**src/rtl/maze_walker_dp.sv**
```systemverilog
// Maze-walker datapath: current cell, neighbour/edge logic, visited-cell LIFO.
// Define MAZE_PATH_READOUT_EN to stream the final path out on the path_* port.
module maze_walker_dp #(
  parameter int CW    = 4,
  parameter int DEPTH = 16,
  parameter int SPW   = $clog2(DEPTH) + 1
) (
  input  logic          clk,
  input  logic          rst,
  input  logic          step,
  input  logic          back,
  input  logic          done,
  input  logic [1:0]    dir,
  output logic [CW-1:0] cur_x,
  output logic [CW-1:0] cur_y,
  output logic [CW-1:0] nxt_x,
  output logic [CW-1:0] nxt_y,
  output logic          edge_hit,
  output logic          stk_empty,
  output logic          stk_full,
  output logic [SPW-1:0] stk_cnt,
  output logic          ovf_err,
  output logic          unf_err,
  output logic          frozen,
  output logic          path_valid,
  output logic          path_last,
  input  logic          path_ready,
  output logic [CW-1:0] path_x,
  output logic [CW-1:0] path_y
);
  localparam int AW = $clog2(DEPTH);

  typedef enum logic [1:0] {WALK, DUMP, HOLD} state_t;
  state_t state_q, state_d;

  logic [2*CW-1:0] stk [DEPTH];
  logic [SPW-1:0]  cnt;
  logic            axis_x, inc;
  logic [CW-1:0]   sel, mv;
  logic            push, pop, set_ovf, set_unf;

  // Odd-parity directions move along x; dir[0] selects increment.
  assign axis_x   = dir[1] ^ dir[0];
  assign inc      = dir[0];
  assign sel      = axis_x ? cur_x : cur_y;
  assign mv       = inc ? sel + 1'b1 : sel - 1'b1;
  assign nxt_x    = axis_x ? mv : cur_x;
  assign nxt_y    = axis_x ? cur_y : mv;
  assign edge_hit = inc ? (sel == {CW{1'b1}}) : (sel == '0);

  assign stk_cnt   = cnt;
  assign stk_empty = (cnt == '0);
  assign stk_full  = (cnt == SPW'(DEPTH));
  assign frozen    = (state_q != WALK);

`ifdef MAZE_PATH_READOUT_EN
  logic [SPW-1:0] rd_idx;
  logic           rd_cur;
  logic [2*CW-1:0] rd_ent;

  // Beats 0..cnt-1 come from the stack, beat cnt is the frozen current cell.
  assign rd_cur     = (rd_idx == cnt);
  assign rd_ent     = stk[AW'(rd_idx)];
  assign path_valid = (state_q == DUMP);
  assign path_last  = path_valid && rd_cur;
  assign path_x     = !path_valid ? '0 : rd_cur ? cur_x : rd_ent[2*CW-1:CW];
  assign path_y     = !path_valid ? '0 : rd_cur ? cur_y : rd_ent[CW-1:0];

  always_ff @(posedge clk or negedge rst) begin
    if (!rst)                             rd_idx <= '0;
    else if (path_valid && path_ready)    rd_idx <= rd_idx + 1'b1;
  end
`else
  logic unused_rdy;
  assign unused_rdy = path_ready;
  assign path_valid = 1'b0;
  assign path_last  = 1'b0;
  assign path_x     = '0;
  assign path_y     = '0;
`endif

  always_comb begin
    state_d = state_q;
    push    = 1'b0;
    pop     = 1'b0;
    set_ovf = 1'b0;
    set_unf = 1'b0;
    case (state_q)
      WALK: begin
        if (done) begin
`ifdef MAZE_PATH_READOUT_EN
          state_d = DUMP;
`else
          state_d = HOLD;
`endif
        end else if (back) begin
          if (!stk_empty) pop     = 1'b1;
          else            set_unf = 1'b1;
        end else if (step && !edge_hit) begin
          if (stk_full) set_ovf = 1'b1;
          else          push    = 1'b1;
        end
      end
      DUMP: begin
`ifdef MAZE_PATH_READOUT_EN
        if (path_last && path_ready) state_d = HOLD;
`else
        state_d = HOLD;
`endif
      end
      default: state_d = HOLD;
    endcase
  end

  always_ff @(posedge clk or negedge rst) begin
    if (!rst) begin
      state_q <= WALK;
      cur_x   <= '0;
      cur_y   <= '0;
      cnt     <= '0;
      ovf_err <= 1'b0;
      unf_err <= 1'b0;
    end else begin
      state_q <= state_d;
      if (set_ovf) ovf_err <= 1'b1;
      if (set_unf) unf_err <= 1'b1;
      if (push) begin
        cur_x <= nxt_x;
        cur_y <= nxt_y;
        cnt   <= cnt + 1'b1;
      end else if (pop) begin
        {cur_x, cur_y} <= stk[AW'(cnt - 1'b1)];
        cnt            <= cnt - 1'b1;
      end
    end
  end

  // Storage needs no reset: only entries below cnt are ever read.
  always_ff @(posedge clk) begin
    if (push) stk[AW'(cnt)] <= {cur_x, cur_y};
  end
endmodule
```
**config.mk**
```make
export PLATFORM = sky130hd
export DESIGN_NAME = maze_walker_dp
export DESIGN_NICKNAME = d
export VERILOG_FILES = /design/src/rtl/maze_walker_dp.sv
export SDC_FILE = /design/constraint.sdc
export NUM_CORES = 1
export LEC_CHECK = 0
export CAP_MARGIN = 20
export CORE_ASPECT_RATIO = 1.5
export CORE_MARGIN = 10
export CORE_UTILIZATION = 53
export DETAILED_ROUTE_END_ITERATION = 12
export PLACE_DENSITY = 0.84
export SLEW_MARGIN = 20
export SYNTH_ARGS = -nofsm -noshare
export SYNTH_HDL_FRONTEND = slang
export SYNTH_SLANG_ARGS = --single-unit
export TNS_END_PERCENT = 5
```
**constraint.sdc**
```tcl
create_clock -name clk -period 3.7 [get_ports clk]
set_clock_uncertainty 0.15 [all_clocks]
set_input_delay 0.37 -clock clk [delete_from_list [all_inputs] [get_ports clk]]
set_output_delay 0.37 -clock clk [all_outputs]
set_load 0.1 [all_outputs]
```
==> flow_summary_export.csv, run 1 <==
group,metric,value,unit
run_status,outcome,"complete, no violations",
floorplanning,start_util,54.4,%
finish,utilization,64.8,%
clock_tree,clk_latency,410,ps
critical_path,startpoint_type,"input pin",
finish,drive_gt1_share,26.1,%
clock_tree,cts_max_path_buffers,2,
synth,syn_inst,360,
timing,drv_slew,0,
critical_path,crit_path_end_kind,"primary output",
grt,met1_usage,22.3,%
synth,syn_area,6310,µm²
synth,yosys_most_used_dff,"edfxtp_1",
power,power.density,698,nW/µm²
critical_path,r2r-end,"stk[7][0]",
floorplanning,ios,45,
floorplanning,fp.dieH,154,µm
grt,use_met2,30.6,%
power,ir_drop,0.000604,V
timing,hold_violations,0,
clock_tree,cts.sinks,144,
routing,drc,0,
grt,grt_use_met3,5.06,%
clock_tree,htreeDepth,4,
floorplanning,die_w,109,µm
clock_tree,numCtsBuffers,17,
synth,synth_common_cells,"edfxtp_1, mux4_2, nand2_1",
finish,layout.nets,424,
synth,synth_top_area_share,60.9,%
routing,drtIter0Drc,496,
timing,period_needed,3460,ps
synth,synth_area_leaders,"edfxtp_1, mux4_2, dfrtp_1, mux2i_1, ha_1",
synth,synth-edff-count,128,
finish,syn2layout_area_growth,19.1,%
routing,wl_per_cell,25.7,µm
timing,finalCritPeriodShare,93.6,%
floorplanning,rows,48,
grt,grt_pass1_vias,3673,
grt,grt_pass1_wl,22900,µm
timing,setup_viol,0,
synth,synth_seq_area_share,67.3,%
grt,grt.overflow.total,0,
place,io_buffers,33,
synth,synth_seq_cells,144,
synth,synth.avg_cell_area,17.5,µm²
routing,dr.pass1.iters,6,
critical_path,rrSetupSlack,670,ps
clock_tree,root_buffer,"clkbuf_16",
critical_path,cp_max_fo,6,
grt,grt_util_all_layers,18.5,%
timing,slew-limit-headroom,32.6,%
timing,rsz0062_at_grt,"false",
clock_tree,postCtsSetupBuffers,0,
timing,fmax,0.289,GHz
floorplanning,dieArea,16800,µm²
timing,tightest_slew,1010,ps
power,power,5.24,mW
clock_tree,ctsResizeCount,0,
critical_path,ff2ff_path_depth,5,
routing,wirelength,14700,µm
critical_path,crit_required,3180,ps
critical_path,path_class,"in2out",
synth,postSynth.asyncResetShare,11.1,%
routing,avgViaCountPerCell,6.36,
floorplanning,coreArea,11600,µm²
job,max_cap_violations,0,
hold_path,worstHoldPathType,"in2async",
grt,grt_antenna_before_repair,0,
clock_tree,ctsHoldBuffers,0,
synth,synthMostInstantiatedCell,"edfxtp_1",
synth,synth.yosys.warnings,0,
grt,grt.busiest_layer,"met2",
critical_path,arrival,2940,ps
grt,grt_max_degree,39,
synth,synth_cell_types,44,
power,p_leak,2.68,nW
critical_path,rr_startpoint,"cur_y[2]",
routing,num_vias,3634,
finish,antenna_cells,0,
routing,antenna_left,0,
place,gp_congestion,0.881,
synth,synth_top_cell_by_area,"edfxtp_1",
clock_tree,clk_pin_slew,60,ps
clock_tree,cts_tree,"done",
place,hpwl,8970,µm
stage by stage:
| step | hold WS, ps | cells | area, µm² | setup WS (ps) | setup TNS, ps |
|---|---|---|---|---|---|
| 4_1_cts | 268 | 571 | 7510 | 228 | 0 |
| 3_5_place_dp | 302 | 539 | 6870 | 231 | 0 |
| 6_report | 256 | 571 | 7510 | 236 | 0 |
| 5_1_grt | 290 | 571 | 7510 | 33.5 | 0 |
| 3_3_place_gp | 296 | 539 | 6870 | 319 | 0 |
| 2_1_floorplan | -75.6 | 369 | 6350 | -394 | -13420 |
metal layers:
layer | vias to the layer above | routed length (µm) | part of all wire (%)
met2 | 227 | 7790 | 53
met3 | 44 | 1260 | 8.5
met5 | - | 0 | 0
met1 | 1845 | 5200 | 35
met4 | 0 | 439 | 3.0
li1 | 1518 | - | -
flip-flops by register name, summed over array words and instances (netlist names):
register and count:
cur_y 4, stk_cnt 5, state_q 1, unf_err 1
cur_x 4, ovf_err 1, stk 128
where the power goes:
| group | leakage (nW) | switching, mW | total [mW] | internal, mW |
|---|---|---|---|---|
| clock | 0.306 | 0.654 | 1.85 | 1.20 |
| combinational | 0.997 | 0.986 | 1.50 | 0.514 |
| sequential | 1.38 | 0.0574 | 1.89 | 1.83 |
| total | 2.68 | 1.70 | 5.24 | 3.54 |
logic make-up (layout without fill, tap and decap cells):
family | after synthesis | count (layout) | share of synthesized area (%)
buffers and inverters | 36 | 88 | 2.95
adder cells (fa/ha/maj) | 8 | 8 | 1.71
multiplexers | 54 | 54 | 15.7
other | 1 | 10 | 0.0594
flip-flops | 144 | 144 | 67.3
AO/OA/AOI/OAI | 34 | 34 | 4.04
AND/OR/NAND/NOR | 70 | 70 | 6.21
XOR/XNOR | 13 | 13 | 2.04
worst max-delay path by stage:
| stage | startpoint | end | slack (ps) |
|---|---|---|---|
| after floorplan | cur_y[0] | cur_x[1] | -390 |
| after detailed placement | dir[0] | stk[4][2] | 230 |
| after CTS | dir[0] | nxt_y[3] | 230 |
| final | dir[0] | nxt_y[3] | 240 |
| after global placement | dir[0] | stk[7][2] | 320 |
| after global routing | cur_y[2] | nxt_y[3] | 30 |
area by class of cell:
class	instances	area, µm²
Multi-Input combinational cell	189	1920
Clock buffer	19	433
Timing Repair Buffer	50	495
Inverter	6	22.5
Tap cell	150	188
Clock inverter	13	209
Sequential cell	144	4250
Fill cell	709	4080
cells in the final DEF (no fill, tap or decap), types with 10 or more instances in the layout:
| master | netlist | routed |
|---|---|---|
| conb_1 | 1 | 10 |
| nor2_1 | 11 | 11 |
| buf_4 | 11 | 30 |
| edfxtp_1 | 128 | 128 |
| clkbuf_16 | 0 | 17 |
| clkdlybuf4s50_1 | 0 | 13 |
| mux4_2 | 36 | 36 |
| nand2_1 | 18 | 18 |
| mux2i_1 | 17 | 17 |
| dfrtp_1 | 16 | 15 |
critical path, stage by stage:
cell             delay, ps
clkdlybuf4s50_1        660
xor2_2                 310
nand2_1                100
nand2_1                110
ha_1                   300
o41ai_1                380
a31oi_1                 70
nand3_1                210
xor2_2                 230
buf_12                 200
(Power assumes the default switching activity.)
==> run 2, diff against run 1 <==
--- a/config.mk
+++ b/config.mk
@@ -8,9 +8,9 @@
 export CAP_MARGIN = 20
 export CORE_ASPECT_RATIO = 1.5
 export CORE_MARGIN = 10
-export CORE_UTILIZATION = 53
+export CORE_UTILIZATION = 51
 export DETAILED_ROUTE_END_ITERATION = 12
-export PLACE_DENSITY = 0.84
+export PLACE_DENSITY = 0.82
 export SLEW_MARGIN = 20
 export SYNTH_ARGS = -nofsm -noshare
 export SYNTH_HDL_FRONTEND = slang
==> flow_summary_export.csv, run 2 (synthesis gave the netlist of run 1 again) <==
group,metric,value,unit
run_status,outcome,"complete, no violations",
floorplanning,rows,49,
power,p_seq_share,37.4,%
clock_tree,ctsHoldBuffers,0,
routing,avgViaCountPerCell,6.19,
finish,antenna_cells,0,
clock_tree,clk_pin_slew,60,ps
floorplanning,start_util,52.2,%
floorplanning,dieArea,17300,µm²
floorplanning,die_w,111,µm
clock_tree,cts_tree,"done",
power,switching_share,33.1,%
timing,fin_setup_tns,0,ps
finish,mostFrequentLayoutCells,"edfxtp_1, mux4_2, buf_4, nand2_1",
power,power.density,671,nW/µm²
grt,grt_antenna_before_repair,0,
finish,syn2layout_area_growth,18.5,%
power,comb_power_share,30.1,%
clock_tree,numCtsBuffers,17,
floorplanning,ios,45,
critical_path,crit_path_end_kind,"primary output",
timing,finalCritPeriodShare,93.0,%
clock_tree,cts_max_path_buffers,2,
timing,rsz0062_at_grt,"false",
clock_tree,root_buffer,"clkbuf_16",
grt,grt_max_degree,39,
timing,tightest_slew,990,ps
place,gp_congestion,0.877,
finish,final_area,7480,µm²
finish,layout.nets,425,
finish,final_common_cell,"edfxtp_1",
routing,num_vias,3559,
routing,drtIter0Drc,333,
place,hpwl,8860,µm
grt,grt_pass1_wl,21800,µm
power,p_int,3.36,mW
clock_tree,cts.sinks,144,
timing,setup_viol,0,
critical_path,arrival,2920,ps
finish,fillers,811,
clock_tree,clk_latency,410,ps
power,switchingPower,1.66,mW
grt,grt_pass1_vias,3687,
routing,wl_per_cell,24.0,µm
critical_path,crit_required,3180,ps
power,power,5.02,mW
critical_path,startpoint_type,"input pin",
grt,grt_util_all_layers,16.4,%
place,io_buffers,33,
routing,antenna_left,0,
critical_path,cp_max_fo,7,
timing,slew-limit-headroom,33.8,%
clock_tree,htreeDepth,4,
power,p_leak,2.65,nW
clock_tree,ctsResizeCount,0,
routing,dr.pass1.iters,6,
floorplanning,coreArea,12100,µm²
job,max_cap_violations,0,
finish,fin_cells,575,
routing,wirelength,13800,µm
grt,grt.overflow.total,0,
timing,drv_slew,0,
place,place_inst,543,
finish,drive_gt1_share,26.3,%
finish,regMostFlops,"stk",
hold_path,worstHoldPathType,"in2async",
timing,hold_violations,0,
power,ir_drop,0.000509,V
place,dpl_cell_area,6910,µm²
routing,drc,0,
finish,largest_reg_flops,128,
critical_path,path_class,"in2out",
timing,fmax,0.290,GHz
finish,utilization,61.9,%
timing,period_needed,3440,ps
power,clkPwrFrac,32.5,%
clock_tree,postCtsSetupBuffers,0,
floorplanning,fp.dieH,156,µm
## run 2: cell types whose count changed in the layout (fill, tap and decap cells not counted)
cell | previous run | this run
buf_12 | 7 | 9
buf_4 | 30 | 29
bufinv_16 | 5 | 2
clkbuf_1 | 2 | 1
clkinv_1 | 1 | 2
clkinvlp_4 | 2 | 7
inv_6 | 3 | 1
## run 2: routing by layer
layer,track usage (%),share of wire [%],wire length [µm]
met4,8.02,3.2,440
met3,4.02,6.8,943
met2,27.8,52,7200
met1,18.9,38,5220
met5,0,0,0
## run 2: through the flow
| stage | setup slack [ps] | hold slack, ps |
|---|---|---|
| 6_report | 257 | 249 |
| 5_1_grt | 66.5 | 296 |
| 4_1_cts | 250 | 251 |
| 3_5_place_dp | 265 | 298 |
| 3_3_place_gp | 339 | 294 |
| 2_1_floorplan | -394 | -75.6 |
## run 2: power by group through the flow
| stage | clock (mW) | combinational [mW] | sequential, mW |
|---|---|---|---|
| 5_1_grt | 1.71 | 1.58 | 1.88 |
| 4_1_cts | 1.64 | 1.52 | 1.88 |
| 2_1_floorplan | 0 | 0.884 | 2.07 |
| 3_5_place_dp | 0 | 1.49 | 1.91 |
| 6_report | 1.63 | 1.51 | 1.88 |
| 3_3_place_gp | 0 | 1.47 | 1.91 |
## run 2: cell type report
cell class / count / area [µm²] / area share [%]
sequential: 144 / 4250 / 56.8
multi-input combinational: 189 / 1920 / 25.7
timing repair buffer: 51 / 528 / 7.06
clock buffer: 18 / 429 / 5.74
tap: 153 / 191 / 2.56
clock inverter: 14 / 143 / 1.91
inverter: 6 / 22.5 / 0.301
## run 2: worst max-delay path: stages
cell and delay, ps:
clkdlybuf4s50_1 660, xor2_2 300, nand2_1 90, nand2_1 80, ha_1 300, o41ai_1 430
a31oi_1 70, nand3_1 200, xor2_2 220, buf_12 200
## run 2: path summary, 6_finish.rpt
kind	from	endpoint	slack, ps	depth (start not counted)
max	dir[1]	nxt_y[3]	260	10
min	rst	state_q[1]	250	1
max reg2reg	cur_x[3]	stk[9][3]	730	6
min reg2reg	unf_err	unf_err	340	1
max in group asynchronous	rst	stk_cnt[0]	2640	1
min in group clk	unf_err	unf_err	340	1
